===== src/rtl/prog_feeder_pkg.sv =====
// Shared types and constants for the program feeder: issue FSM states and the default NOP.
package prog_feeder_pkg;

    typedef enum logic [1:0] {
        IDLE = 2'd0,
        RUN  = 2'd1,
        PAD  = 2'd2,
        DONE = 2'd3
    } state_t;

    localparam logic [31:0] NOP_DEFAULT = 32'h0000_0000;

endpackage


===== src/rtl/prog_ram.sv =====
// Program buffer: synchronous write port, asynchronous read port, contents not reset.
module prog_ram #(
    parameter int unsigned INST_W = 32,
    parameter int unsigned DEPTH  = 16
) (
    input  logic                       clk,
    input  logic                       we,
    input  logic [$clog2(DEPTH)-1:0]   waddr,
    input  logic [INST_W-1:0]          wdata,
    input  logic [$clog2(DEPTH)-1:0]   raddr,
    output logic [INST_W-1:0]          rdata
);

    logic [INST_W-1:0] mem [DEPTH];

    always_ff @(posedge clk) begin
        if (we) begin
            mem[waddr] <= wdata;
        end
    end

    assign rdata = mem[raddr];

endmodule


===== src/rtl/prog_feeder.sv =====
// Loads a short program into a buffer and issues it word by word to a processor,
// honouring stall/halt, followed by a run of NOP padding.
module prog_feeder
    import prog_feeder_pkg::*;
#(
    parameter int unsigned       INST_W   = 32,
    parameter int unsigned       DEPTH    = 16,
    parameter int unsigned       NOP_PAD  = 4,
    parameter logic [INST_W-1:0] NOP_WORD = INST_W'(NOP_DEFAULT)
) (
    input  logic                       clk,
    input  logic                       rst,
    input  logic                       ld_en,
    input  logic [INST_W-1:0]          ld_data,
    output logic                       ld_full,
    input  logic                       start,
    input  logic                       clr,
    input  logic                       stall,
    input  logic                       halt,
    output logic [INST_W-1:0]          inst,
    output logic                       inst_valid,
    output logic [$clog2(DEPTH)-1:0]   pc_tag,
    output logic [$clog2(DEPTH):0]     count,
    output logic                       busy,
    output logic                       done
);

    localparam int unsigned AW = $clog2(DEPTH);
    localparam int unsigned CW = AW + 1;
    localparam int unsigned PW = (NOP_PAD < 2) ? 1 : $clog2(NOP_PAD + 1);

    state_t            state_q, state_d;
    logic [CW-1:0]     count_d;
    logic [AW-1:0]     pc_d;
    logic [PW-1:0]     pad_q, pad_d;
    logic [INST_W-1:0] inst_d;
    logic              valid_d;
    logic              we_c;
    logic [AW-1:0]     raddr_c;
    logic [INST_W-1:0] rdata_c;
    logic              last_c;
    logic              pad_end_c;

    prog_ram #(
        .INST_W (INST_W),
        .DEPTH  (DEPTH)
    ) u_ram (
        .clk   (clk),
        .we    (we_c),
        .waddr (count[AW-1:0]),
        .wdata (ld_data),
        .raddr (raddr_c),
        .rdata (rdata_c)
    );

    assign ld_full   = (count == CW'(DEPTH));
    assign busy      = (state_q == RUN) || (state_q == PAD);
    assign done      = (state_q == DONE);
    assign last_c    = ({1'b0, pc_tag} == (count - CW'(1)));
    assign pad_end_c = ((32'(pad_q) + 32'd1) >= NOP_PAD);

    // State register plus the issue datapath registers
    always_ff @(posedge clk or negedge rst) begin
        if (!rst) begin
            state_q    <= IDLE;
            count      <= '0;
            pc_tag     <= '0;
            pad_q      <= '0;
            inst       <= NOP_WORD;
            inst_valid <= 1'b0;
        end else begin
            state_q    <= state_d;
            count      <= count_d;
            pc_tag     <= pc_d;
            pad_q      <= pad_d;
            inst       <= inst_d;
            inst_valid <= valid_d;
        end
    end

    // Next-state and next-output logic
    always_comb begin
        state_d = state_q;
        count_d = count;
        pc_d    = pc_tag;
        pad_d   = pad_q;
        inst_d  = inst;
        valid_d = inst_valid;
        we_c    = 1'b0;
        raddr_c = '0;

        case (state_q)
            IDLE, DONE: begin
                if (clr) begin
                    state_d = IDLE;
                    count_d = '0;
                    pc_d    = '0;
                    inst_d  = NOP_WORD;
                    valid_d = 1'b0;
                end else if (start && (count != '0)) begin
                    state_d = RUN;
                    pc_d    = '0;
                    raddr_c = '0;
                    inst_d  = rdata_c;
                    valid_d = 1'b1;
                end else if ((state_q == IDLE) && ld_en && !ld_full) begin
                    we_c    = 1'b1;
                    count_d = count + CW'(1);
                end
            end

            RUN: begin
                if (halt) begin
                    state_d = DONE;
                    pc_d    = '0;
                    inst_d  = NOP_WORD;
                    valid_d = 1'b0;
                end else if (!stall) begin
                    if (last_c) begin
                        state_d = (NOP_PAD == 0) ? DONE : PAD;
                        pad_d   = '0;
                        pc_d    = '0;
                        inst_d  = NOP_WORD;
                        valid_d = 1'b0;
                    end else begin
                        pc_d    = pc_tag + AW'(1);
                        raddr_c = pc_tag + AW'(1);
                        inst_d  = rdata_c;
                        valid_d = 1'b1;
                    end
                end
            end

            PAD: begin
                inst_d  = NOP_WORD;
                valid_d = 1'b0;
                if (halt) begin
                    state_d = DONE;
                end else if (!stall) begin
                    if (pad_end_c) begin
                        state_d = DONE;
                    end else begin
                        pad_d = pad_q + PW'(1);
                    end
                end
            end

            default: begin
                state_d = IDLE;
            end
        endcase
    end

endmodule


===== config.mk =====
export PLATFORM = sky130hd
export DESIGN_NAME = prog_feeder
export DESIGN_NICKNAME = d
export VERILOG_FILES = /design/src/rtl/prog_feeder_pkg.sv /design/src/rtl/prog_ram.sv /design/src/rtl/prog_feeder.sv
export SDC_FILE = /design/constraint.sdc
export NUM_CORES = 1
export LEC_CHECK = 0
export BUFFER_PORTS_ARGS = -buffer_cell sky130_fd_sc_hd__buf_2
export CAP_MARGIN = 5
export CORE_ASPECT_RATIO = 1.75
export CORE_MARGIN = 4
export CORE_UTILIZATION = 66
export CTS_CLUSTER_DIAMETER = 100
export DETAILED_ROUTE_END_ITERATION = 8
export GPL_TIMING_DRIVEN = 1
export HOLD_SLACK_MARGIN = 0.05
export PLACE_DENSITY = 0.91
export SYNTH_ARGS = -nofsm -noshare
export SYNTH_HDL_FRONTEND = slang
export SYNTH_HIERARCHICAL = 1
export SYNTH_SLANG_ARGS = --single-unit

===== constraint.sdc =====
create_clock -name clk -period 7.7 [get_ports clk]
set_clock_uncertainty 0.15 [all_clocks]
set_input_delay 0.385 -clock clk [delete_from_list [all_inputs] [get_ports clk]]
set_output_delay 0.385 -clock clk [all_outputs]
set_load 0.005 [all_outputs]

== Word level (Yosys, flattened, before mapping) ==
Memories as Yosys holds them, arrays and structs flattened.
Cells that the tools add are included.

* Register bits after elaboration: 47
* Bits in latches: 0
* RAM bits: 512
* ROM bits: 0
* Logic and storage cells: 92
* Memories kept: 1

* Add/subtract/negate cells: 5
* Multipliers: 0
* Div/mod/pow operators: 0
* $lt $le $gt $ge: 1
* Equality and inequality tests: 17
* Shift-type cells: 0
* Mux-type cells: 46
* Bitwise gates (word level): 0
* Reduce and logical (&&, ||, !) cells: 16

{| class="wikitable"
|+ Memory list
! memory !! depth !! bits a word !! read ports !! clocked after memory_dff !! write ports !! RTL line !! text
|-
| u_ram.mem || 16 || 32 || 1 || 0 || 1 || prog_ram.sv:14 || <nowiki>logic [INST_W-1:0] mem [DEPTH];</nowiki>
|}

{| class="wikitable"
|+ Operators with widths
! operator !! count
|-
| $mux W32 || 5
|-
| $pmux W32 S3 || 1
|-
| $mux W4 || 8
|-
| $mux W3 || 6
|-
| $mux W2 || 8
|-
| $mux W5 || 3
|-
| $ne A3 B3 Y1 const B || 5
|-
| $ne A2 B2 Y1 const B || 7
|-
| $mux W1 || 11
|-
| $pmux W4 S2 || 1
|-
| $reduce_and A7 Y1 || 1
|-
| $pmux W2 S3 || 1
|-
| $pmux W3 S2 || 1
|-
| $reduce_and A3 Y1 || 2
|-
| $reduce_bool A2 Y1 || 3
|-
| $add A5 B1 Y5 const B || 1
|-
| $eq A4 B5 Y1 || 1
|-
| $eq A5 B5 Y1 const B || 1
|-
| $reduce_and A5 Y1 || 1
|-
| $reduce_bool A5 Y1 || 1
|-
| $sub A5 B1 Y5 const B || 1
|-
| $add A3 B1 Y4 const B || 1
|-
| $add A4 B1 Y4 const B || 1
|-
| $eq A2 B2 Y1 const B || 2
|-
| 10 further kinds || 12
|}

== Longest topological paths before layout ==
An unclocked memory read counts as a cell.

* Depth after elaboration: 11
* Gate-level depth with buffers: 14
* Mapped depth without buffers: 10

== Cells and area by module ==
The synthesis kept the hierarchy.

{| class="wikitable"
|+ By module, submodules not included
! module !! instances !! cells an instance !! area each (um2)
|-
| prog_ram || 1 || 806 || 19194.7
|-
| prog_feeder || 1 || 197 || 2426.1
|}

== Least setup slack after synthesis ==
Ideal clock, no wire load.

* Kind: register -> register
* Start: reg count[0]
* End: mem u_ram.mem[0][0] (enable)
* Setup time: 0.461 ns
* Data arrival time: 4.557 ns
* Setup slack: 2.532 ns
* Cell stages (with the launch flop): 9
* Path buffers: 1
* Clock period less this slack: 5.168 ns
* Path through: dfrtp_1 inv_1 ha_1 or3b_1 buf_6 a211oi_4 and2_1 or3b_2 nor3_1

* Word-level cells in the longest chain between the ends: 9
* Elaborated cells on any way between the ends: 11
* Those cells by class: eq/ne (1); mux (6); reduce/logical (4)

{| class="wikitable"
|+ RTL lines
! item !! RTL line !! text
|-
| from (decl) || prog_feeder.sv:23 || <nowiki>output logic [$clog2(DEPTH):0] count,</nowiki>
|-
| from (signal assigned) || prog_feeder.sv:73 || <nowiki>count <= count_d;</nowiki>
|-
| $eq A5 B5 Y1 || prog_feeder.sv:56 || <nowiki>assign ld_full = (count == CW'(DEPTH));</nowiki>
|-
| $logic_not A1 Y1 || prog_feeder.sv:106 || <nowiki>end else if ((state_q == IDLE) && ld_en && !ld_full) begin</nowiki>
|-
| $logic_and A1 B1 Y1 || prog_feeder.sv:106 ||
|-
| $mux W1 || prog_feeder.sv:106 ||
|-
| $mux W1 * || prog_feeder.sv:100 || <nowiki>end else if (start && (count != '0)) begin</nowiki>
|-
| $mux W1 * || prog_feeder.sv:94 || <nowiki>if (clr) begin</nowiki>
|-
| $mux W1 * || prog_feeder.sv:92 || <nowiki>case (state_q)</nowiki>
|-
| net we_c || prog_feeder.sv:38 || <nowiki>logic we_c;</nowiki>
|-
| $mux W1 * || prog_ram.sv:17 || <nowiki>if (we) begin</nowiki>
|-
| $mux W1 (implied by the code) * || prog_ram.sv:18 || <nowiki>mem[waddr] <= wdata;</nowiki>
|-
| to (decl) || prog_ram.sv:14 ||
|}

Mark *: on every way through the listed nets, which the timed path passes. The rest lies on a longest branch.

== Final worst setup path ==
* Start: reg count[0]
* End: reg inst[14]

* Word-level cells in the longest chain between the ends: 11
* Elaborated cells on any way between the ends: 17
* Those cells by class: add/sub (1); eq/ne (2); mux (10); reduce/logical (3); memory (1)

{| class="wikitable"
|+ RTL lines
! item !! RTL line !! text
|-
| $sub A5 B1 Y5 * || prog_feeder.sv:59 || <nowiki>assign last_c = ({1'b0, pc_tag} == (count - CW'(1)));</nowiki>
|-
| $eq A4 B5 Y1 * || prog_feeder.sv:59 ||
|-
| $mux W4 * || prog_feeder.sv:119 || <nowiki>if (last_c) begin</nowiki>
|-
| $mux W4 * || prog_feeder.sv:118 || <nowiki>end else if (!stall) begin</nowiki>
|-
| $mux W4 * || prog_feeder.sv:113 || <nowiki>if (halt) begin</nowiki>
|-
| $mux W4 * || n/a ||
|-
| net raddr_c[1] || prog_feeder.sv:39 || <nowiki>logic [AW-1:0] raddr_c;</nowiki>
|-
| $mem_v2 Z16 W32 * || n/a ||
|-
| net rdata_c[14] || prog_feeder.sv:40 || <nowiki>logic [INST_W-1:0] rdata_c;</nowiki>
|-
| $mux W32 || prog_feeder.sv:119 ||
|-
| $mux W32 || prog_feeder.sv:118 ||
|-
| $mux W32 || prog_feeder.sv:113 ||
|-
| $pmux W32 S3 * || prog_feeder.sv:92 ||
|-
| to (signal assigned) || prog_feeder.sv:76 || <nowiki>inst <= inst_d;</nowiki>
|-
| to (decl) || prog_feeder.sv:20 || <nowiki>output logic [INST_W-1:0] inst,</nowiki>
|}

Mark *: on every way through the listed nets, which the timed path passes. The rest lies on a longest branch. The select of a mux whose other input is x is not followed.
A chain may end at the register's enable or synchronous reset.

==> flow_summary.ini <==
[floorplan]
fp.dieArea_sq_mm = 0.0358
initial_utilization = 0.669
die-width_microns = 145
fp-row-count = 87
core_area_sq_mm = 0.0323
ioPinCount = 84
die-height_microns = 247

[critical_path]
cp_max_fo = 72
setup.worst_path.class = reg -> reg
cp_data_required_time_ps = 8000
cp.arrival_ps = 5430
worst-r2r-setup-slack_ps = 2570
endpoint_kind = register
critical_path.startpoint_type = register
reg2reg_depth = 12

[synthesis]
post_synth.cell_area_avg_sq_um = 21.6
synth_ff_type = sky130_fd_sc_hd__edfxtp_1
postSynth.asyncResetShare = 0.0841
synth_enable_flop_cells = 512
synth_fp_nets = 1050
ys_seq_elements = 559
synthCells = 1003
syn_area_sq_mm = 0.0216
synthDistinctLibCells = 58
yosys_warnings = 6
synth.yosys.seq_area_share = 0.766

[placement]
place_congestion = 0.846
numPortBuffers = 83
placement.setup.worst_slack_ps = 2720
detailedPlacementHpwl_microns = 24800
placedCellCount = 1454

[clock_tree]
clock_edge_transition_at_the_registers_on_the_reported_setup_and_hold_paths_ps = 70
worstSkewPairLatency_ps = 560
cts-htree-levels = 2
cts_root_buf = sky130_fd_sc_hd__clkbuf_16
cts_made_buffers = 46
postCtsSetupRepairBufs = 0
cts_num_sinks = 559
cts_tree = built
cts_buffer_depth = 3

[detailed_routing]
overall_via_count_from_detail_route = 11500
post_drt_wl_per_cell_microns = 33.8
detail_route.first_pass.iterations = 5
top_layer = met4
met1_length_microns = 18300
routed-wl-met2_microns = 26700
postRouteWirelength_microns = 53100
antenna_violating_nets_post_route = 0
first_iter_violations = 1479
met3RoutedLength_microns = 5600
via_per_inst = 7.28
drc = 0

[final_layout]
final_cell_mix = 512 x sky130_fd_sc_hd__edfxtp_1, 128 x sky130_fd_sc_hd__mux4_2, 83 x sky130_fd_sc_hd__buf_2
mostFrequentLayoutCell = sky130_fd_sc_hd__edfxtp_1
nNetsFinal = 1181
fin_cells = 1573
area_growth_pct = 13.4
finalCoreUtilization = 0.758
layout-drive-gt1-share = 0.308

[pwr]
netSwitchingPower_mw = 1.59
powerDensity_mw_per_mm2 = 276
ir_drop_worst_vdd_uv = 183
static-leakage-power_nw = 8.07
comb_power_share = 0.113
internal_power_mw = 5.17
switching_share = 0.235
part_of_the_total_power_dissipated_in_the_clock_network = 0.377
pwr-share-seq = 0.510

[sta]
post_layout_worst_setup_margin_ps = 2570
grt_setup_unrepaired = false
timing.final.crit_share = 0.666
fmax_mhz = 195
finalCriticalPeriod_ps = 5130
timing.max_slew.rel_slack = 0.0828
final_count_of_hold_timing_violations = 0
drv_slew = 0
setup-tns-final_ps = 0
finalSetupViolCount = 0
tightest_slew_ps = 1370

[job]
max-cap-violations = 0

[grt]
via_count_of_the_first_global_routing_pass = 11800
grt_max_degree = 129
global_route_wire_length_before_repair_microns = 78800
grt_usage = 0.309
initial_antenna_violation_count = 0
gr-total-overflow = 0

[worst_hold_path]
holdCritPathClass = in -> reg
min_delay_path_depth = 1

[status]
outcome = finished, final reports clean
[sequential cells by signal, summed over array words and instances, names as in the netlist]
register,cells
inst,32
inst_valid,1
pc_tag,4
pad_q,3
u_ram/mem,512
state_q,2
count,5
[cells in the mapped netlist (all sizes together) (2+ instances only)]
cell type,count,area (sq um)
o311ai,2,35.0
a21o,3,22.5
buf,35,228
nor2,18,67.6
dfrtp,47,1180
dlymetal6s2s,2,25.0
o31ai,5,42.5
nand4,2,12.5
edfxtp,512,15400
or2,2,12.5
mux4,128,2880
nand3b,3,22.5
inv,11,41.3
a22oi,65,488
or3b,2,17.5
o21bai,2,18.8
o211ai,3,22.5
xnor2,4,53.8
nand2b,3,18.8
a41oi,2,17.5
mux2,2,26.3
a21oi,3,15.0
nor3,11,55.1
nand2,39,146
ha,8,100
nand3,3,15.0
nor4,2,12.5
a22o,33,315
nor2b,3,18.8
and2,3,18.8
xor2,3,26.3
clkbuf,18,67.6
o21ai,9,45.0
[path summary, 6_finish.rpt]
path | startpoint | end
setup / recovery | count[0]$_DFFE_PN0P_ | inst[14]$_DFFE_PN0P_
hold / removal | ld_data[25] | u_ram/mem[0][25]$_DFFE_PP_
setup reg to reg | count[0]$_DFFE_PN0P_ | inst[14]$_DFFE_PN0P_
hold reg to reg | inst[3]$_DFFE_PN0P_ | inst[3]$_DFFE_PN0P_
max in group asynchronous | rst | inst[9]$_DFFE_PN0P_
min in group asynchronous | rst | inst[2]$_DFFE_PN0P_
[what timing repair did]
| action | in CTS | in global routing |
|---|---|---|
| resized for setup | 0 | 0 |
| endpoints found under the hold margin | 527 | 0 |
| hold buffers | 32 | 0 |
[area by class of cell]
type / instances / area, sq um
antenna: 2 / 5.00
clock buffer: 61 / 1290
clock inverter: 24 / 349
fill: 1547 / 7810
inverter: 11 / 41.3
multi-input combinational: 378 / 4860
sequential: 559 / 16600
tap: 400 / 500
timing repair buffer: 138 / 921
[worst max-delay path, cell delays in order, from the launching register on]
cell	delay (ps)
sky130_fd_sc_hd__dfrtp_1	560
sky130_fd_sc_hd__inv_1	120
sky130_fd_sc_hd__ha_1	190
sky130_fd_sc_hd__or3b_1	570
sky130_fd_sc_hd__xnor2_4	290
sky130_fd_sc_hd__o31ai_2	250
sky130_fd_sc_hd__nor3_2	170
sky130_fd_sc_hd__buf_4	800
sky130_fd_sc_hd__buf_4	790
sky130_fd_sc_hd__mux4_2	430
sky130_fd_sc_hd__a22oi_1	290
sky130_fd_sc_hd__nand2_1	100
sky130_fd_sc_hd__a22o_2	240
[logic make-up (layout without fill, tap and decap cells)]
logic type / after synthesis / after routing / synth area share
AND/OR/NAND/NOR: 94 / 94 / 0.0205
adder cells (fa/ha/maj): 8 / 8 / 0.00463
buffers and inverters: 66 / 234 / 0.0167
AO/OA/AOI/OAI: 137 / 137 / 0.0527
flip-flops: 559 / 559 / 0.766
other: 0 / 2 / 0
multiplexers: 131 / 131 / 0.135
XOR/XNOR: 8 / 8 / 0.00492
[through the flow]
step / instance area [sq um] / total power, mW / hold slack, ps
2_1_floorplan: 21600 / 3.98 / -60.6
3_3_place_gp: 22600 / 4.19 / 335
3_5_place_dp: 22600 / 4.24 / 341
4_1_cts: 24500 / 6.77 / 50.2
5_1_grt: 24500 / 6.99 / 52.8
6_report: 24500 / 6.76 / 71.5
[power groups by stage]
stage	Combinational, mW	Sequential [mW]	Clock, mW
2_1_floorplan	0.486	3.50	0
3_3_place_gp	0.685	3.50	0
3_5_place_dp	0.731	3.51	0
4_1_cts	0.752	3.45	2.57
5_1_grt	0.817	3.46	2.71
6_report	0.762	3.45	2.55
[layer usage]
| layer | global-route usage | vias up |
|---|---|---|
| li1 | - | 4478 |
| met1 | 0.427 | 5914 |
| met3 | 0.0563 | 178 |
| met4 | 0.141 | 0 |
| met2 | 0.489 | 880 |
| met5 | 0 | - |
No activity file was read; power rests on OpenSTA's default activity.
